<file path="src/rtl/traffic_pkg.sv">
// Shared definitions for the intersection controller: state codes, lamp
// encodings and the lamp decode helpers used by the top-level scheduler.
package traffic_pkg;

  localparam int unsigned LIGHT_W = 3;

  // Lamp vector, index 0 is the red lamp: 100 red, 010 green, 001 yellow.
  typedef logic [0:LIGHT_W-1] light_t;

  localparam light_t LIGHT_RED    = 3'b100;
  localparam light_t LIGHT_GREEN  = 3'b010;
  localparam light_t LIGHT_YELLOW = 3'b001;

  typedef enum logic [2:0] {
    StMainGreen  = 3'd0,
    StMainYellow = 3'd1,
    StAllRedA    = 3'd2,
    StSideGreen  = 3'd3,
    StSideYellow = 3'd4,
    StAllRedB    = 3'd5,
    StPedWalk    = 3'd6
  } state_t;

  function automatic light_t main_lamp(state_t s);
    case (s)
      StMainGreen:  main_lamp = LIGHT_GREEN;
      StMainYellow: main_lamp = LIGHT_YELLOW;
      default:      main_lamp = LIGHT_RED;
    endcase
  endfunction

  function automatic light_t side_lamp(state_t s);
    case (s)
      StSideGreen:  side_lamp = LIGHT_GREEN;
      StSideYellow: side_lamp = LIGHT_YELLOW;
      default:      side_lamp = LIGHT_RED;
    endcase
  endfunction

endpackage

</file>
<file path="src/rtl/intersection_scheduler_if.sv">
// Request/lamp bundle between the intersection scheduler and its environment.
//   tick, side_req, ped_req       : timebase enable and demand inputs
//   main_light, side_light, walk  : lamp outputs
//   ped_pending, phase            : status/debug outputs
// master: environment side (drives inputs). slave: scheduler side.
interface intersection_scheduler_if;
  import traffic_pkg::*;

  logic       tick;
  logic       side_req;
  logic       ped_req;
  light_t     main_light;
  light_t     side_light;
  logic       walk;
  logic       ped_pending;
  logic [2:0] phase;

  modport master (
    output tick, side_req, ped_req,
    input  main_light, side_light, walk, ped_pending, phase
  );

  modport slave (
    input  tick, side_req, ped_req,
    output main_light, side_light, walk, ped_pending, phase
  );

endinterface

</file>
<file path="src/rtl/phase_timer.sv">
// Saturating tick counter for the current phase.
//   clock, reset_n : clock and asynchronous active-low reset
//   clear          : synchronous clear (takes priority over enable)
//   enable         : count one tick
//   count          : ticks spent in the current phase, sticks at all-ones
module phase_timer #(
  parameter int unsigned CNT_W = 8
) (
  input  logic             clock,
  input  logic             reset_n,
  input  logic             clear,
  input  logic             enable,
  output logic [CNT_W-1:0] count
);

  always_ff @(posedge clock or negedge reset_n) begin
    if (!reset_n) begin
      count <= '0;
    end else if (clear) begin
      count <= '0;
    end else if (enable && (count != {CNT_W{1'b1}})) begin
      count <= count + 1'b1;
    end
  end

endmodule

</file>
<file path="src/rtl/intersection_scheduler.sv">
// Two-road intersection plus pedestrian crossing controller.
//   clock, reset_n : clock and asynchronous active-low reset
//   bus (slave)    : tick/side_req/ped_req in; registered lamps, walk,
//                    ped_pending and phase out
// Lamps are registered from the next state so they change on the same edge
// as phase.
module intersection_scheduler
  import traffic_pkg::*;
#(
  parameter int unsigned CNT_W      = 8,
  parameter int unsigned T_MAIN_MIN = 10,
  parameter int unsigned T_SIDE_MAX = 6,
  parameter int unsigned T_YELLOW   = 3,
  parameter int unsigned T_ALL_RED  = 1,
  parameter int unsigned T_WALK     = 5
) (
  input logic                     clock,
  input logic                     reset_n,
  intersection_scheduler_if.slave bus
);

  // Timer value on the last tick of each phase.
  localparam logic [CNT_W-1:0] MainLast  = CNT_W'(T_MAIN_MIN - 1);
  localparam logic [CNT_W-1:0] SideLast  = CNT_W'(T_SIDE_MAX - 1);
  localparam logic [CNT_W-1:0] YelLast   = CNT_W'(T_YELLOW - 1);
  localparam logic [CNT_W-1:0] ClearLast = CNT_W'(T_ALL_RED - 1);
  localparam logic [CNT_W-1:0] WalkLast  = CNT_W'(T_WALK - 1);

  state_t           state_q, state_d;
  logic             ped_q, ped_d;
  logic [CNT_W-1:0] timer;
  logic             timer_clear;

  assign timer_clear = (state_d != state_q);

  phase_timer #(
    .CNT_W(CNT_W)
  ) u_phase_timer (
    .clock  (clock),
    .reset_n(reset_n),
    .clear  (timer_clear),
    .enable (bus.tick),
    .count  (timer)
  );

  always_comb begin
    state_d = state_q;
    case (state_q)
      StMainGreen: begin
        if (bus.tick && (timer >= MainLast) && (bus.side_req || ped_q)) state_d = StMainYellow;
      end
      StMainYellow: begin
        if (bus.tick && (timer == YelLast)) state_d = StAllRedA;
      end
      StAllRedA: begin
        if (bus.tick && (timer == ClearLast)) begin
          if (ped_q)             state_d = StPedWalk;
          else if (bus.side_req) state_d = StSideGreen;
          else                   state_d = StMainGreen;
        end
      end
      StSideGreen: begin
        if (bus.tick && ((timer == SideLast) || !bus.side_req)) state_d = StSideYellow;
      end
      StSideYellow: begin
        if (bus.tick && (timer == YelLast)) state_d = StAllRedB;
      end
      StAllRedB: begin
        if (bus.tick && (timer == ClearLast)) state_d = ped_q ? StPedWalk : StMainGreen;
      end
      StPedWalk: begin
        if (bus.tick && (timer == WalkLast)) state_d = StMainGreen;
      end
      // Unreachable code 7 recovers to all-red without waiting for a tick.
      default: state_d = StAllRedB;
    endcase
  end

  // A new press on the walk-entry edge wins over the clear.
  always_comb begin
    ped_d = bus.ped_req |
            (ped_q & ~((state_d == StPedWalk) && (state_q != StPedWalk)));
  end

  always_ff @(posedge clock or negedge reset_n) begin
    if (!reset_n) begin
      state_q        <= StAllRedB;
      ped_q          <= 1'b0;
      bus.main_light <= LIGHT_RED;
      bus.side_light <= LIGHT_RED;
      bus.walk       <= 1'b0;
    end else begin
      state_q        <= state_d;
      ped_q          <= ped_d;
      bus.main_light <= main_lamp(state_d);
      bus.side_light <= side_lamp(state_d);
      bus.walk       <= (state_d == StPedWalk);
    end
  end

  assign bus.ped_pending = ped_q;
  assign bus.phase       = state_q;

endmodule

</file>
<file path="src/flat_wrapper.sv">
// flat-port wrapper written by rule: the top's interface ports become plain ports
module intersection_scheduler_flat import traffic_pkg::*;
#(
  parameter int unsigned CNT_W      = 8,
  parameter int unsigned T_MAIN_MIN = 10,
  parameter int unsigned T_SIDE_MAX = 6,
  parameter int unsigned T_YELLOW   = 3,
  parameter int unsigned T_ALL_RED  = 1,
  parameter int unsigned T_WALK     = 5
)
  (clock, reset_n, bus_tick, bus_side_req, bus_ped_req, bus_main_light, bus_side_light, bus_walk, bus_ped_pending, bus_phase);
  intersection_scheduler_if bus_i ();
  input logic clock;
  input logic reset_n;
  input wire logic [$bits(bus_i.tick)-1:0] bus_tick;
  input wire logic [$bits(bus_i.side_req)-1:0] bus_side_req;
  input wire logic [$bits(bus_i.ped_req)-1:0] bus_ped_req;
  output wire logic [$bits(bus_i.main_light)-1:0] bus_main_light;
  output wire logic [$bits(bus_i.side_light)-1:0] bus_side_light;
  output wire logic [$bits(bus_i.walk)-1:0] bus_walk;
  output wire logic [$bits(bus_i.ped_pending)-1:0] bus_ped_pending;
  output wire logic [$bits(bus_i.phase)-1:0] bus_phase;
  assign bus_i.tick = bus_tick;
  assign bus_i.side_req = bus_side_req;
  assign bus_i.ped_req = bus_ped_req;
  assign bus_main_light = bus_i.main_light;
  assign bus_side_light = bus_i.side_light;
  assign bus_walk = bus_i.walk;
  assign bus_ped_pending = bus_i.ped_pending;
  assign bus_phase = bus_i.phase;
  intersection_scheduler #(.CNT_W(CNT_W), .T_MAIN_MIN(T_MAIN_MIN), .T_SIDE_MAX(T_SIDE_MAX), .T_YELLOW(T_YELLOW), .T_ALL_RED(T_ALL_RED), .T_WALK(T_WALK)) u_core (.clock(clock), .reset_n(reset_n), .bus(bus_i));
endmodule
</file>
<file path="config.mk">
export PLATFORM = sky130hd
export DESIGN_NAME = intersection_scheduler_flat
export DESIGN_NICKNAME = d
export VERILOG_FILES = /design/src/rtl/traffic_pkg.sv /design/src/rtl/intersection_scheduler_if.sv /design/src/rtl/phase_timer.sv /design/src/rtl/intersection_scheduler.sv /design/src/flat_wrapper.sv
export SDC_FILE = /design/constraint.sdc
export NUM_CORES = 1
export LEC_CHECK = 0
export ABC_AREA = 1
export CAP_MARGIN = 10
export CORE_AREA = 2 2 40 79
export DETAILED_ROUTE_END_ITERATION = 16
export DIE_AREA = 0 0 42 81
export HOLD_SLACK_MARGIN = 0.15
export PLACE_DENSITY = 0.72
export RECOVER_POWER = 25
export SLEW_MARGIN = 20
export SYNTH_ARGS = -nofsm -noshare
export SYNTH_HDL_FRONTEND = slang
export SYNTH_SLANG_ARGS = --single-unit
</file>
<file path="constraint.sdc">
create_clock -name clock -period 1.6 [get_ports clock]
set_input_delay 0.16 -clock clock [delete_from_list [all_inputs] [get_ports clock]]
set_output_delay 0.16 -clock clock [all_outputs]
set_load 0.03 [all_outputs]
</file>
# After elaboration in Yosys (flattened, before gate mapping)
# Index checks and enable logic that the tools add are counted.
# totals
in_bits,5
reg_bits,19
word_cells,57
out_inout_bits,11
# op_classes
add_sub_neg,1
bitwise,3
mux,15
n_reduce_logical,15
n_eq_ne,16
order_cmp,1
# ops
cell,count
$mux W3,9
$pmux W3 S7,1
$eq A8 B3 Y1 const B,2
$mux W8,2
$eq A3 B3 Y1 const B,5
$pmux W3 S2,2
$eq A3 B2 Y1 const B,3
$add A8 B1 Y8 const B,1
$eq A8 B2 Y1 const B,1
$ge A8 B4 Y1 const B,1
$logic_and A1 B1 Y1,8
$logic_not A8 Y1,1
$ne A8 B8 Y1 const B,1
$eq A3 B1 Y1 const B,2
$logic_not A3 Y1,2
$ne A3 B3 Y1,1
$ne A3 B3 Y1 const B,1
$logic_or A1 B1 Y1,2
$mux W2,1
$reduce_bool A2 Y1,1
$and A1 B1 Y1,1
$logic_not A1 Y1,1
$not A1 Y1,1
$or A1 B1 Y1,1

# Longest topological paths before layout
# depth
word_depth,10
mapped_depth,15
ltp_nobuf,15

# Cells and area by module
# A second synthesis with hierarchy kept.
# hier_totals
hier_cells,204
hier_area_um2,1390.1
# modules_own_cells
mod,cells_each,seq_area_each_um2,area_per_inst_um2,instances
intersection_scheduler,130,280.3,878.3,1
phase_timer,74,200.2,511.7,1

# Worst setup path after synthesis
# No wires, ideal clock.
# synth_timing
kind,register to register
start,register u_core.u_phase_timer.count[0]
end,register u_core.u_phase_timer.count[0]
synth_period_minus_slack_ns,1.768
setup_ns,0.070
path_buffers,0
t_required_ns,1.530
stages_incl_launch_ff,16
arrival_ns,1.699
slack_ns,-0.168
cell_sequence,dfrtp_1 > inv_1 > ha_1 > nand2_2 > clkinv_1 > nand2_2 > nor2_4 > inv_2 > nor2_1 > nor2_2 > nand3_4 > nand2_2 > nand2_2 > nor2_4 > nand2_4 > nor2_2
# synth_via
elab_chain_len,7
word_cells_on_any_way,27
classes_between,add/sub: 1; order compare: 1; eq/ne: 5; mux: 10; reduce/logical: 10
# synth_rtl
element,line_no,text
"start, declared",phase_timer.sv:13,output logic [CNT_W-1:0] count
"start signal, assigned",phase_timer.sv:22,count <= count + 1'b1;
$ge A8 B4 Y1 / $eq A8 B3 Y1 (equally long branches),"intersection_scheduler.sv:50, intersection_scheduler.sv:63",
$logic_and A1 B1 Y1 / $logic_or A1 B1 Y1 (equally long branches),"intersection_scheduler.sv:50, intersection_scheduler.sv:63",
$logic_and A1 B1 Y1 (on tied branches),"intersection_scheduler.sv:50, intersection_scheduler.sv:63",
$mux W3 (on tied branches),"intersection_scheduler.sv:50, intersection_scheduler.sv:63",
$pmux W3 S7 *,intersection_scheduler.sv:48,case (state_q)
net u_core.state_d[1],intersection_scheduler.sv:29,"state_t state_q, state_d;"
$ne A3 B3 Y1 *,intersection_scheduler.sv:34,assign timer_clear = (state_d != state_q);
$mux W8 / $reduce_bool A2 Y1 (equally long branches),--,
# The timed path passes the listed nets; every way through them passes the cells marked *. The select of a mux whose other input is x is not followed.
# A chain may end at the register's enable or synchronous reset.

# Final worst setup path
# layout_timing
start,register u_core.u_phase_timer.count[0]
end,register u_core.u_phase_timer.count[3]
# Same word-level chain as after synthesis.

==> summary.txt <==
Run status
  – Status: complete, but fails checks
  – Failing checks: negative setup slack

Clocking
  – Depth of the CTS H-tree: 1
  – Max Root-Sink Buffers: 2
  – CTS tree: yes
  – CTS Root Cell: clkbuf_8
  – Clock transition at the registers of the reported paths: 0.07 ns
  – Inserted Clock Buffers: 3
  – Worst-Skew Late Latency: ~0.25 ns
  – Sink Count: 19

Timing
  – Clock skew: 0.002891 ns
  – Final hold violations: 0
  – RSZ-0062 raised after global routing: true
  – Relative slew slack: roughly a third
  – Tightest Pin Transition: 1.017 ns
  – Final worst-path cycle share: 117.7%
  – Hold WS: 0.4387 ns
  – Final setup margin: -0.2836 ns
  – Fin. max-slew vios: 0
  – # setup viols final: 18
  – Fmax: around 530 MHz
  – Min Tclk post-route: 1.884 ns

Route
  – Met2 WL post-DR: 1928 um
  – DR DRC count: 0
  – Routed WL per cell: 13.12 um
  – DR WL met3: around 140 um
  – Via count: about 1400
  – Wl on met1: 1303 um
  – Drt first pass iters: 5
  – ANT nets after route: 0
  – DRT Wirelength: between 3000 and 4000 um
  – Max Used Layer: met4
  – Initial drt markers: 33
  – Vias per std cell: around 5

Worst setup path
  – CP endpoint kind: flop
  – Worst Path Required: between 1.5 and 2 ns
  – Arrival time at the worst endpoint: around 2.0 ns
  – FF-to-FF path depth: 13
  – Startpoint Class: flop
  – Max FO, Critical Path: 8
  – Flop2flop setup slack: -0.28 ns
  – Crit path kind: flop to flop

Logic synthesis
  – EDFF count, synth: 0
  – Syn Nets: 179
  – Most common library cells after synthesis: 33 x nand2_1, 21 x inv_1, 17 x nor2_1, 15 x dfrtp_1, 10 x nor2_2
  – Yosys top cell by area: dfrtp_1
  – Top-count cell post-synth: nand2_1
  – Yosys warnings: 0
  – Synth cell types: 29
  – Post-synthesis register bit count: 19
  – Yosys top cell area share: between 20% and 30%
  – XOR/XNOR share of the synthesized area: between 3 and 4%
  – Largest family of logic cells by synthesized area: simple AND/OR/NAND/NOR gates
  – Synth area leaders: dfrtp_1 28%, nand2_1 9.3%, dfstp_2 7.9%, inv_1 5.9%, nor2_1 4.8%
  – Netlist Area Pre-Place: approximately 1300 sq um
  – Cells after Synth: between 150 and 200
  – Compound-Gate Fraction of Synth Area: 4.958%
  – Post-Synth Simple-Gate Area: 43.50%
  – Post-synthesis sequential area ratio: roughly 36%
  – Post-synthesis mux area share: 0%
  – Ys flop type: dfrtp_1
  – Syn avg cell area: slightly below 8 sq um
  – Post-Synth Adder-Cell Area: roughly 4.7%
  – Async SR Flop Fraction: 100.0%

Floorplanning
  – Die ar.: roughly 3400 sq um
  – Die Y: ~81 um
  – Starting density of the core: between 40% and 50%
  – Row cnt: 28
  – # IOs: 16
  – Die Wd: roughly 42 um
  – Core Box Area: 2838 sq um

Place
  – Number of I/O port buffers: 15
  – GP Congestion: between 0.8 and 0.9
  – Detailed Place HPWL: 2634 um
  – Placed instance area: roughly 1900 sq um

Cells and area
  – Nets@finish: roughly 250
  – Antenna diode count: 0
  – P&R area growth vs syn: 50.14%
  – Multi-input logic area: just over 800 sq um
  – Final instance area: approximately 2000 sq um
  – FF+latch area: between 400 and 500 sq um
  – Share of cells above drive strength 1: between 40% and 50%
  – Fill cells: between 200 and 250

Global route
  – Initial antenna violation count: 0
  – First-pass GRT wire length: between 5000 and 6000 um
  – Number of global-route vias before repair: 1325
  – Largest net degree at the start of global routing: 20
  – Remaining Overflow, GRT: 0
  – GRT Util Overall: between 20 and 25%

Power and ir drop
  – Power Total: 3.488 mW
  – Switching share of power: between 40 and 50%
  – Switching pwr: around 1.6 mW
  – Max VDD drop: ~1.8 mV
  – Leakage Power: around 1.0 nW
  – Cell Int Power: ~1.9 mW
  – Reg power frac: 21.5%
  – Clock share of power: a little under a tenth
  – Logic pwr share: approximately 70%
  – Power Dens Cells: ~1700 nW/um^2

Worst hold path
  – Hold path depth: 3
  – Hold Path Class: primary input to flop

Job
  – Max-cap violations: 0
## final timing paths
kind / endpoint / from
setup / recovery: u_core.u_phase_timer.count[3] / u_core.u_phase_timer.count[0]
hold / removal: u_core.bus.ped_pending / bus_ped_req
setup reg to reg: u_core.u_phase_timer.count[3] / u_core.u_phase_timer.count[0]
hold reg to reg: u_core.bus.ped_pending / u_core.bus.ped_pending
max in group asynchronous: u_core.bus.phase[1] / reset_n
min in group asynchronous: u_core.bus.side_light[1] / reset_n
## cell families (layout without fill, tap and decap cells)
group / count (synthesis) / in the layout
flip-flops: 19 / 19
buffers and inverters: 27 / 94
adder cells (fa/ha/maj): 5 / 5
AND/OR/NAND/NOR: 104 / 104
AO/OA/AOI/OAI: 9 / 9
XOR/XNOR: 5 / 5
## sequential cells by signal, indices dropped and copies added, names as in the netlist
signal / cells
u_core.bus.ped_pending: 1
u_core.bus.walk: 1
u_core.u_phase_timer.count: 8
u_core.bus.main_light: 3
u_core.bus.side_light: 3
u_core.bus.phase: 3
## routing by layer
metal / up-vias / track usage, %
li1: 663 / -
met1: 641 / 25.14
met2: 42 / 39.38
met3: 11 / 2.000
met4: 0 / 8.387
met5: - / 0
## through the flow
step	setup slack [ns]	setup TNS, ns	utilization [%]	cells
floorplan	-0.1360	-1.081	-	169
global placement	-0.3011	-4.274	65.92	256
detailed placement	-0.3648	-5.159	65.92	256
CTS	-0.2620	-3.594	69.05	264
global route	-0.4095	-6.086	70.77	266
finish	-0.2836	-3.814	70.77	266
## power by group through the flow
stage | Sequential, mW | Clock [mW] | Combinational, mW
finish | 0.749 | 0.327 | 2.41
global route | 0.765 | 0.351 | 2.61
CTS | 0.744 | 0.333 | 2.29
detailed placement | 0.751 | 0 | 2.20
global placement | 0.751 | 0 | 2.15
floorplan | 0.978 | 0 | 1.10
## area by class of cell
cell class	instances	area share, %
clock buffer	3	2.056
clock inverter	1	0.2492
inverter	27	5.358
multi-input combinational	123	40.87
sequential	19	23.93
tap	30	1.869
timing repair buffer	63	25.67
## what timing repair did
item / in CTS / in global routing
hold endpoints to repair: 0 / 0
hold buffers: 0 / 0
setup endpoints to repair: 21 / 21
buffers inserted: 4 / 2
pin swaps: 5 / 7
gates resized for setup: 7 / 13
## cells in the final DEF (no fill, tap or decap), types with 2 or more instances in the layout
master	n
xor2_1	4
nand3_2	3
nand3_1	9
inv_4	2
inv_1	17
dlymetal6s2s_1	2
clkinv_2	2
a21oi_2	2
ha_1	4
nor2_1	14
nor3_2	2
nor2_2	13
inv_2	7
dfstp_2	4
nand4_1	6
buf_6	2
nand2_1	30
o21ai_0	2
clkdlybuf4s50_1	9
dfrtp_1	15
nor3_4	2
o21ai_1	2
nand2_2	9
dlygate4sd2_1	3
nor3_1	4
clkbuf_8	3
nand2_4	4
buf_4	45
nand3_4	2
nor2_4	5
## critical path: stages (launching register included)
cell	delay (ns)
dfrtp_1	0.42
inv_2	0.11
ha_1	0.17
nand2_1	0.07
nor2_2	0.14
nand2_1	0.08
nand2_1	0.09
nand3_2	0.09
nor2_4	0.18
nand3_4	0.10
nand2_2	0.07
nand2_2	0.06
nand2_4	0.14
nor2_2	0.05
No activity file was read; power rests on OpenSTA's default activity.
